===== src/rtl/fetch_pkg.sv =====
// Shared constants, instruction field positions and state/action encodings
// for the two-stage instruction fetch unit.
package fetch_pkg;

  localparam int ADDR_W  = 10;
  localparam int INSTR_W = 22;

  localparam logic [3:0] OP_HALT = 4'hF;

  localparam int OPC_HI = 21;
  localparam int OPC_LO = 18;
  localparam int DST_HI = 11;
  localparam int DST_LO = 9;
  localparam int IMM_HI = 8;
  localparam int IMM_LO = 0;

  typedef enum logic {
    ST_RUN    = 1'b0,
    ST_HALTED = 1'b1
  } fetch_state_e;

  // What the pipeline registers do at the coming edge, already prioritised.
  typedef enum logic [2:0] {
    ACT_ADVANCE = 3'd0,
    ACT_STALL   = 3'd1,
    ACT_BRANCH  = 3'd2,
    ACT_HALT    = 3'd3,
    ACT_HOLD    = 3'd4,
    ACT_RESET   = 3'd5
  } fetch_act_e;

  function automatic logic is_halt(input logic valid, input logic [3:0] opc);
    return valid && (opc == OP_HALT);
  endfunction

endpackage


===== src/rtl/fetch_pc_sel.sv =====
// Combinational next-PC selection: resolves reset/halt/stall/branch/advance
// priority and produces the action code plus the next fetch address.
module fetch_pc_sel
  import fetch_pkg::*;
#(
  parameter int PC_W = 10
) (
  input  logic         i_pc_reset,
  input  fetch_state_e i_state,
  input  logic         i_instr_valid,
  input  logic [3:0]   i_opcode,
  input  logic         i_stall,
  input  logic         i_branch_taken,
  input  logic [PC_W-1:0] i_branch_target,
  input  logic [PC_W-1:0] i_address,
  input  logic [PC_W-1:0] i_pc_d1,
  input  logic         i_valid_d1,
  output fetch_act_e   o_act,
  output logic [PC_W-1:0] o_next_pc
);

  // NOTE: every output gets a default first so no path can infer a latch.
  always_comb begin
    o_act     = ACT_ADVANCE;
    o_next_pc = i_address + PC_W'(1);
    if (i_pc_reset) begin
      o_act     = ACT_RESET;
      o_next_pc = '0;
    end else if (i_state == ST_HALTED) begin
      o_act     = ACT_HOLD;
      o_next_pc = i_address;
    end else if (is_halt(i_instr_valid, i_opcode)) begin
      o_act     = ACT_HALT;
      o_next_pc = i_address;
    end else if (i_stall) begin
      // Re-fetch the word that is being dropped from RAMdata, exactly once.
      o_act     = ACT_STALL;
      o_next_pc = i_valid_d1 ? i_pc_d1 : i_address;
    end else if (i_branch_taken && i_instr_valid) begin
      o_act     = ACT_BRANCH;
      o_next_pc = i_branch_target;
    end
  end

endmodule


===== src/rtl/instr_fetch.sv =====
// Two-stage instruction fetch: fetch PC -> D1 (word on RAMdata) -> IR, with
// stall replay, branch squash, sticky HALT and synchronous reset.
module instr_fetch #(
  parameter int ADDR_W  = fetch_pkg::ADDR_W,
  parameter int INSTR_W = fetch_pkg::INSTR_W
) (
  input  logic               clock,
  input  logic               PC_Reset,
  input  logic [INSTR_W-1:0] RAMdata,
  output logic [ADDR_W-1:0]  address,
  input  logic               stall,
  input  logic               branch_taken,
  input  logic [ADDR_W-1:0]  branch_target,
  output logic [INSTR_W-1:0] instr,
  output logic [ADDR_W-1:0]  instr_pc,
  output logic               instr_valid,
  output logic [3:0]         opcode,
  output logic [2:0]         dest,
  output logic [8:0]         imm,
  output logic               halted
);

  import fetch_pkg::*;

  fetch_state_e       r_state;
  logic [ADDR_W-1:0]  r_address;
  logic [ADDR_W-1:0]  r_pc_d1;
  logic               r_valid_d1;
  logic [INSTR_W-1:0] r_instr;
  logic [ADDR_W-1:0]  r_instr_pc;
  logic               r_instr_valid;
  logic               r_halted;

  fetch_act_e         w_act;
  logic [ADDR_W-1:0]  w_next_pc;
  logic [3:0]         w_opcode;

  assign w_opcode = r_instr[OPC_HI:OPC_LO];

  fetch_pc_sel #(
    .PC_W (ADDR_W)
  ) u_pc_sel (
    .i_pc_reset      (PC_Reset),
    .i_state         (r_state),
    .i_instr_valid   (r_instr_valid),
    .i_opcode        (w_opcode),
    .i_stall         (stall),
    .i_branch_taken  (branch_taken),
    .i_branch_target (branch_target),
    .i_address       (r_address),
    .i_pc_d1         (r_pc_d1),
    .i_valid_d1      (r_valid_d1),
    .o_act           (w_act),
    .o_next_pc       (w_next_pc)
  );

  // NOTE: all state uses non-blocking assignments so every register samples
  // pre-edge values regardless of statement order.
  always_ff @(posedge clock) begin
    if (PC_Reset) begin
      r_state       <= ST_RUN;
      r_address     <= '0;
      r_pc_d1       <= '0;
      r_valid_d1    <= 1'b0;
      r_instr       <= '0;
      r_instr_pc    <= '0;
      r_instr_valid <= 1'b0;
      r_halted      <= 1'b0;
    end else begin
      case (w_act)
        ACT_ADVANCE: begin
          r_instr       <= RAMdata;
          r_instr_pc    <= r_pc_d1;
          r_instr_valid <= r_valid_d1;
          r_pc_d1       <= r_address;
          r_valid_d1    <= 1'b1;
          r_address     <= w_next_pc;
        end
        ACT_STALL: begin
          r_address  <= w_next_pc;
          r_valid_d1 <= 1'b0;
        end
        ACT_BRANCH: begin
          // The IR word has been consumed; the word on RAMdata is wrong-path.
          r_address     <= w_next_pc;
          r_valid_d1    <= 1'b0;
          r_instr_valid <= 1'b0;
        end
        ACT_HALT: begin
          r_state       <= ST_HALTED;
          r_halted      <= 1'b1;
          r_valid_d1    <= 1'b0;
          r_instr_valid <= 1'b0;
        end
        ACT_HOLD: begin
          r_valid_d1    <= 1'b0;
          r_instr_valid <= 1'b0;
        end
        default: ;
      endcase
    end
  end

  assign address     = r_address;
  assign instr       = r_instr;
  assign instr_pc    = r_instr_pc;
  assign instr_valid = r_instr_valid;
  assign opcode      = w_opcode;
  assign dest        = r_instr[DST_HI:DST_LO];
  assign imm         = r_instr[IMM_HI:IMM_LO];
  assign halted      = r_halted;

endmodule


===== config.mk =====
export PLATFORM = sky130hd
export DESIGN_NAME = instr_fetch
export DESIGN_NICKNAME = d
export VERILOG_FILES = /design/src/rtl/fetch_pkg.sv /design/src/rtl/fetch_pc_sel.sv /design/src/rtl/instr_fetch.sv
export SDC_FILE = /design/constraint.sdc
export NUM_CORES = 1
export LEC_CHECK = 0
export ABC_AREA = 1
export BUFFER_PORTS_ARGS = -buffer_cell sky130_fd_sc_hd__buf_2
export CAP_MARGIN = 20
export CELL_PAD_IN_SITES_DETAIL_PLACEMENT = 1
export CELL_PAD_IN_SITES_GLOBAL_PLACEMENT = 1
export CORE_ASPECT_RATIO = 0.75
export CORE_MARGIN = 5
export CORE_UTILIZATION = 34
export CTS_CLUSTER_DIAMETER = 40
export DETAILED_ROUTE_END_ITERATION = 6
export PLACE_DENSITY_LB_ADDON = 0.1
export SYNTH_ARGS = -nofsm -noshare
export SYNTH_HDL_FRONTEND = slang
export SYNTH_SLANG_ARGS = --single-unit

===== constraint.sdc =====
create_clock -name clock -period 1.7 [get_ports clock]
set_input_delay 0.17 -clock clock [delete_from_list [all_inputs] [get_ports clock]]
set_output_delay 0.17 -clock clock [all_outputs]
set_load 0.05 [all_outputs]

# Yosys cells after proc, flatten, opt, wreduce, memory -nomap -nowiden
# Index checks and enable logic that the tools add are counted.
[totals]
reg_bits = 55
inputBits = 36
output_inout_bits = 60
word_cells = 35
[classes]
addsub = 1
eq_ne = 6
mux = 10
bitwise = 2
reduce_logical = 9
[op_table]
columns = ["operator", "count"]
rows = [
  ["2-to-1 mux 10 bit", 3],
  ["2-to-1 mux 3 bit", 4],
  ["adder 10 x 1 -> 10 bit (second input constant)", 1],
  ["equality test 3 x 2 -> 1 bit (second input constant)", 2],
  ["OR reduction 3 bit", 2],
  ["equality test 4 bit (second input constant)", 1],
  ["one-hot mux 1 bit (2 select lines)", 2],
  ["AND reduction 4 bit", 1],
  ["nonzero test 2 bit", 2],
  ["OR reduction 4 bit", 1],
  ["equality test 3 x 1 -> 1 bit (second input constant)", 1],
  ["equality test 3 bit (second input constant)", 1],
  ["logical NOT 3 bit", 1],
  ["logical AND 1 bit", 2],
  ["2-to-1 mux 2 bit", 1],
  ["inequality test 2 x 1 -> 1 bit (second input constant)", 1],
  ["inverter 1 bit", 2],
]

# Logic depth before layout (Yosys ltp)
[logic_depth]
depth_word = 9
ltp_mapped = 9
depth_no_buf = 8

# By module
# A second synthesis with hierarchy kept.
[unflattened]
cells_unflattened = 459
hier_area_um2 = 3060.4
[by_module_without_submodules]
columns = ["module", "n_inst", "cells_each", "area_per_inst_um2", "seq_area_each_um2"]
rows = [
  ["instr_fetch", 1, 313, 2342.2, 1101.1],
  ["fetch_pc_sel", 1, 146, 718.2, 0.0],
]

# Least setup slack after synthesis
# OpenSTA, ideal clock, no wires.
[synth_path]
path_kind = "reg2reg"
startpoint = "reg r_address[0], in the netlist address[0]"
endpoint = "reg r_address[8], in the netlist address[8]"
setup_ps = 117
arrival_ps = 1605
t_required_ps = 1583
slack_ps = -22
stages_incl_launch_ff = 9
n_path_buf = 0
period_less_slack_ps = 1722
path_cell_list = "dfxtp_1 -> ha_1 -> nand2_1 -> nor2_1 -> nand3_1 -> nor2_1 -> o21ai_0 -> nand2_1 -> nor2_1"
[synth_via]
elab_chain_cells = 3
[synth_lines]
columns = ["item", "line", "rtl"]
rows = [
  ["start, declared", "instr_fetch.sv:26", "logic [ADDR_W-1:0] r_address;"],
  ["start signal, assigned", "instr_fetch.sv:77", "r_address <= w_next_pc;"],
  ["start signal, assigned", "instr_fetch.sv:80", "r_address <= w_next_pc;"],
  ["start signal, assigned", "instr_fetch.sv:85", "r_address <= w_next_pc;"],
  ["adder 10 x 1 -> 10 bit", "fetch_pc_sel.sv:25", "o_next_pc = i_address + PC_W'(1);"],
  ["2-to-1 mux 10 bit", "fetch_pc_sel.sv:39", "end else if (i_branch_taken && i_instr_valid) begin"],
  ["2-to-1 mux 10 bit", "fetch_pc_sel.sv:35", "end else if (i_stall) begin"],
]
# No other way between the ends.
# A chain may end at the register's enable or synchronous reset.

# Final worst setup path
[layout_path]
startpoint = "reg r_instr_valid, in the netlist instr_valid"
endpoint = "reg r_instr_pc[0], in the netlist instr_pc[0]"
[layout_via]
elab_chain_cells = 7
elab_cells_between_ends = 8
classes_between = "mux (5); reduce/logical (3)"
[layout_lines]
columns = ["item", "line", "rtl"]
rows = [
  ["start, declared", "instr_fetch.sv:31", "logic r_instr_valid;"],
  ["start signal, assigned", "instr_fetch.sv:74", "r_instr_valid <= r_valid_d1;"],
  ["logical AND 1 bit", "fetch_pc_sel.sv:39", ""],
  ["2-to-1 mux 2 bit", "fetch_pc_sel.sv:39", ""],
  ["2-to-1 mux 3 bit", "fetch_pc_sel.sv:35", ""],
  ["2-to-1 mux 3 bit *", "fetch_pc_sel.sv:32", "end else if (is_halt(i_instr_valid, i_opcode)) begin"],
  ["2-to-1 mux 3 bit *", "fetch_pc_sel.sv:29", "end else if (i_state == ST_HALTED) begin"],
  ["2-to-1 mux 3 bit *", "fetch_pc_sel.sv:26", "if (i_pc_reset) begin"],
  ["logical NOT 3 bit *", "instr_fetch.sv:70", "case (w_act)"],
  ["end signal, assigned", "instr_fetch.sv:73", "r_instr_pc <= r_pc_d1;"],
  ["end, declared", "instr_fetch.sv:30", "logic [ADDR_W-1:0] r_instr_pc;"],
]
# Mark *: on every way between the ends. The rest lies on a longest branch, timed or not.

==> metrics.md <==
| Metric | Value |
|---|---|
| # DRC | 0 |
| Final Core Density | 0.4328 |
| Post-synthesis register bit count | 55 |
| Routed Antenna Nets | 0 |
| Gpl congestion | 0.8099 |
| Min-delay worst type | input port to flip-flop |
| Synth-to-Final Area Change | 21.92% |
| Root buffer cell | clkbuf_8 |
| Port Buffer Count | 95 |
| Worst-path clk slew | 0.10 ns |
| Worst setup margin | 0.1906 ns |
| CTS tree | yes |
| Core ar. | 6929 µm² |
| Vias | 2389 |
| Post-CTS Hold Buffers | 0 |
| Period Utilization, post-route | 0.8879 |
| Max-cap violations | 0 |
| Setup tns final | 0 ns |
| Synthesized cell area | 2460 µm² |
| Final hold slack | 0.09404 ns |
| Site Rows | 26 |
| Number of global-route vias before repair | 2376 |
| Cts repair resizes | 0 |
| HPWL Detailed | 5574 µm |
| Antenna cells | 0 |
| RSZ-0062 raised after global routing | no |
| Total CTS buffers | 5 |
| Die area | 9053 µm² |
| Hold Vio Cnt, Final | 0 |
| Post-Syn Area per Cell | 7.477 µm² |
| Status | finished clean |
| Syn Nets | 366 |
| Vias per cell | 4.712 |
| WP data arrival | 1.76 ns |
| Syn. warnings | 0 |
| Slew HR | 0.5777 |
| H-tree depth | 2 |
| Setup crit start kind | flip-flop |
| Critical path buffer and inverter count | 2 |
| Layout cells sized above 1 | 0.2983 |
| Synth unique cells | 26 |
| Iteration-0 DRC Markers | 150 |
| CP delay by family, top | buffers and inverters |
| Layout fillers | 917 |
| Initial Util | 0.3550 |
| Peak Freq | 662.5 MHz |
| Post-layout minimum cycle time | 1.509 ns |
| Clock skew after layout | 0.008161 ns |
| Final Slew Violations | 0 |
| Total grt overflow | 0 |
| Wirelength per Cell | 14.61 µm |
| First-pass GRT wire length | 12250 µm |
| Syn Inst Count | 329 |
| Leakage | 1.387 nW |
| Final wirelength | 7408 µm |
| Setup bufs post-CTS | 0 |
| Type of the worst setup path | flip-flop to flip-flop |
| Area contributors post-synth | dfxtp_1, nand2_1, a21oi_1, buf_4, o21ai_0 |
| Pwr Density | 961.1 nW/µm² |
| Final #Nets | 445 |
| Worst-Margin Slew | 0.6327 ns |
| Antenna violations before repair | 0 |
| Place WS | 0.1842 ns |
| Clock latency on the worst-skew pair | 0.31 ns |
| Total track usage | 0.1683 |
| Post-synth top area share | 0.4476 |
| Biggest cell delay along the critical path | 0.36 ns |
| Die span in y | 83.66 µm |
| CP cell instances | nand2_1 > nand2_4 > clkinv_4 > nand3_4 > inv_4 > o21ai_0 > a21oi_1 |
| Max clock buf depth | 2 |
| Largest net degree at the start of global routing | 46 |
| Die X | 108.2 µm |
| Worst EP required | 1.95 ns |
| Peak supply drop | 0.3538 mV |
| Top Ports | 96 |
| Total iterations of the first detailed-routing run | 4 |
| CP Capture Type | flip-flop |
| Post-synthesis sequential area ratio | 0.4476 |
| Crit-path max FO | 45 |
| Slowest cell on crit path | dfxtp_1 |
| Dominant cell type by area after synthesis | dfxtp_1 |
| # setup viols final | 0 |
| CTS Sinks | 55 |
-- power by group --
group | switching (mW) | total [mW] | internal, mW
clock network | 0.449 | 0.895 | 0.446
logic | 0.433 | 0.588 | 0.154
registers | 0.0477 | 1.40 | 1.35
-- worst min-delay path, delay by kind of cell --
family | cells | cell delay, ns
AO/OA/AOI/OAI | 1 | 0.05
AND/OR/NAND/NOR | 1 | 0.05
buffers and inverters | 1 | 0.10
-- registers in the layout, indices dropped and copies added, names as in the netlist --
name         flops
instr_valid      1
instr           22
address         10
r_pc_d1         10
r_valid_d1       1
instr_pc        10
halted           1
-- metrics by stage --
| stage | instances | total power, mW | instance area (µm²) |
|---|---|---|---|
| final | 507 | 2.883 | 2999 |
| after global routing | 507 | 3.035 | 2999 |
| after CTS | 507 | 2.923 | 2999 |
| after detailed placement | 499 | 2.023 | 2888 |
| after global placement | 499 | 2.015 | 2888 |
| after floorplan | 329 | 1.878 | 2462 |
-- layout make-up --
type                    instances  area (µm²)  area share
flip-flops and latches         55        1104      0.3680
inverters                      20       87.58     0.02920
multi-input cells             222        1031      0.3438
well taps                      98       122.6     0.04088
clock buffers                   6       72.57     0.02420
repair buffers                104       543.0      0.1811
clock inverters                 2       38.79     0.01293
-- path summary, 6_finish.rpt --
path / from / end / slack (ns) / depth (start not counted)
hold reg to reg: instr_pc[4] / instr_pc[4] / 0.47 / 2
hold / removal: RAMdata[3] / instr[3] / 0.09 / 3
setup reg to reg: instr_valid / instr_pc[0] / 0.19 / 7
setup / recovery: instr_valid / instr_pc[0] / 0.19 / 7
-- Yosys cell counts --
cell,n
a21oi_1,55
a22oi_1,1
buf_4,22
buf_6,5
clkbuf_1,5
clkinv_4,1
dfxtp_1,55
ha_1,1
inv_1,17
inv_4,1
inv_6,1
nand2_1,99
nand2_4,1
nand3_1,6
nand3_4,1
nand3b_1,2
nand4_1,3
nor2_1,20
nor2_2,2
nor2_8,1
nor3_1,1
o21ai_0,22
o21ai_1,2
o21ai_2,1
o221ai_1,2
o22ai_1,2
-- cell usage in the layout, fill, tap and decap left out --
master and instances:
inv_6 2, a22oi_1 1, nand3_1 6, dfxtp_1 53, nand2_4 1, o221ai_1 2
inv_4 1, nor2_1 20, a21oi_1 55, o21ai_2 1, dfxtp_2 2, inv_1 17
o21ai_1 2, buf_2 95, clkbuf_1 1, nand3_4 1, o22ai_1 2, bufinv_16 1
nand2_1 99, nor2_8 1, nor3_1 1, clkbuf_8 5, nor2_2 2, o21ai_0 22
clkinv_4 1, nand4_1 3, ha_1 1, buf_4 9, nand3b_1 2
-- cell families after synthesis --
kind of cell,Yosys count,share of synthesized area
flip-flops,55,0.4476
adder cells (fa/ha/maj),1,0.005086
AND/OR/NAND/NOR,136,0.2345
buffers and inverters,52,0.1333
AO/OA/AOI/OAI,85,0.1796
-- per-layer routing --
layer | vias to the layer above | share of wire | wire [µm] | global-route usage
met2 | 68 | 0.42 | 3103 | 0.2506
met4 | 0 | 0.0084 | 62 | 0.03555
met5 | - | 0 | 0 | 0
met1 | 1103 | 0.50 | 3714 | 0.2455
li1 | 1212 | - | - | -
met3 | 6 | 0.071 | 528 | 0.04022
No activity file was read; power rests on OpenSTA's default activity.
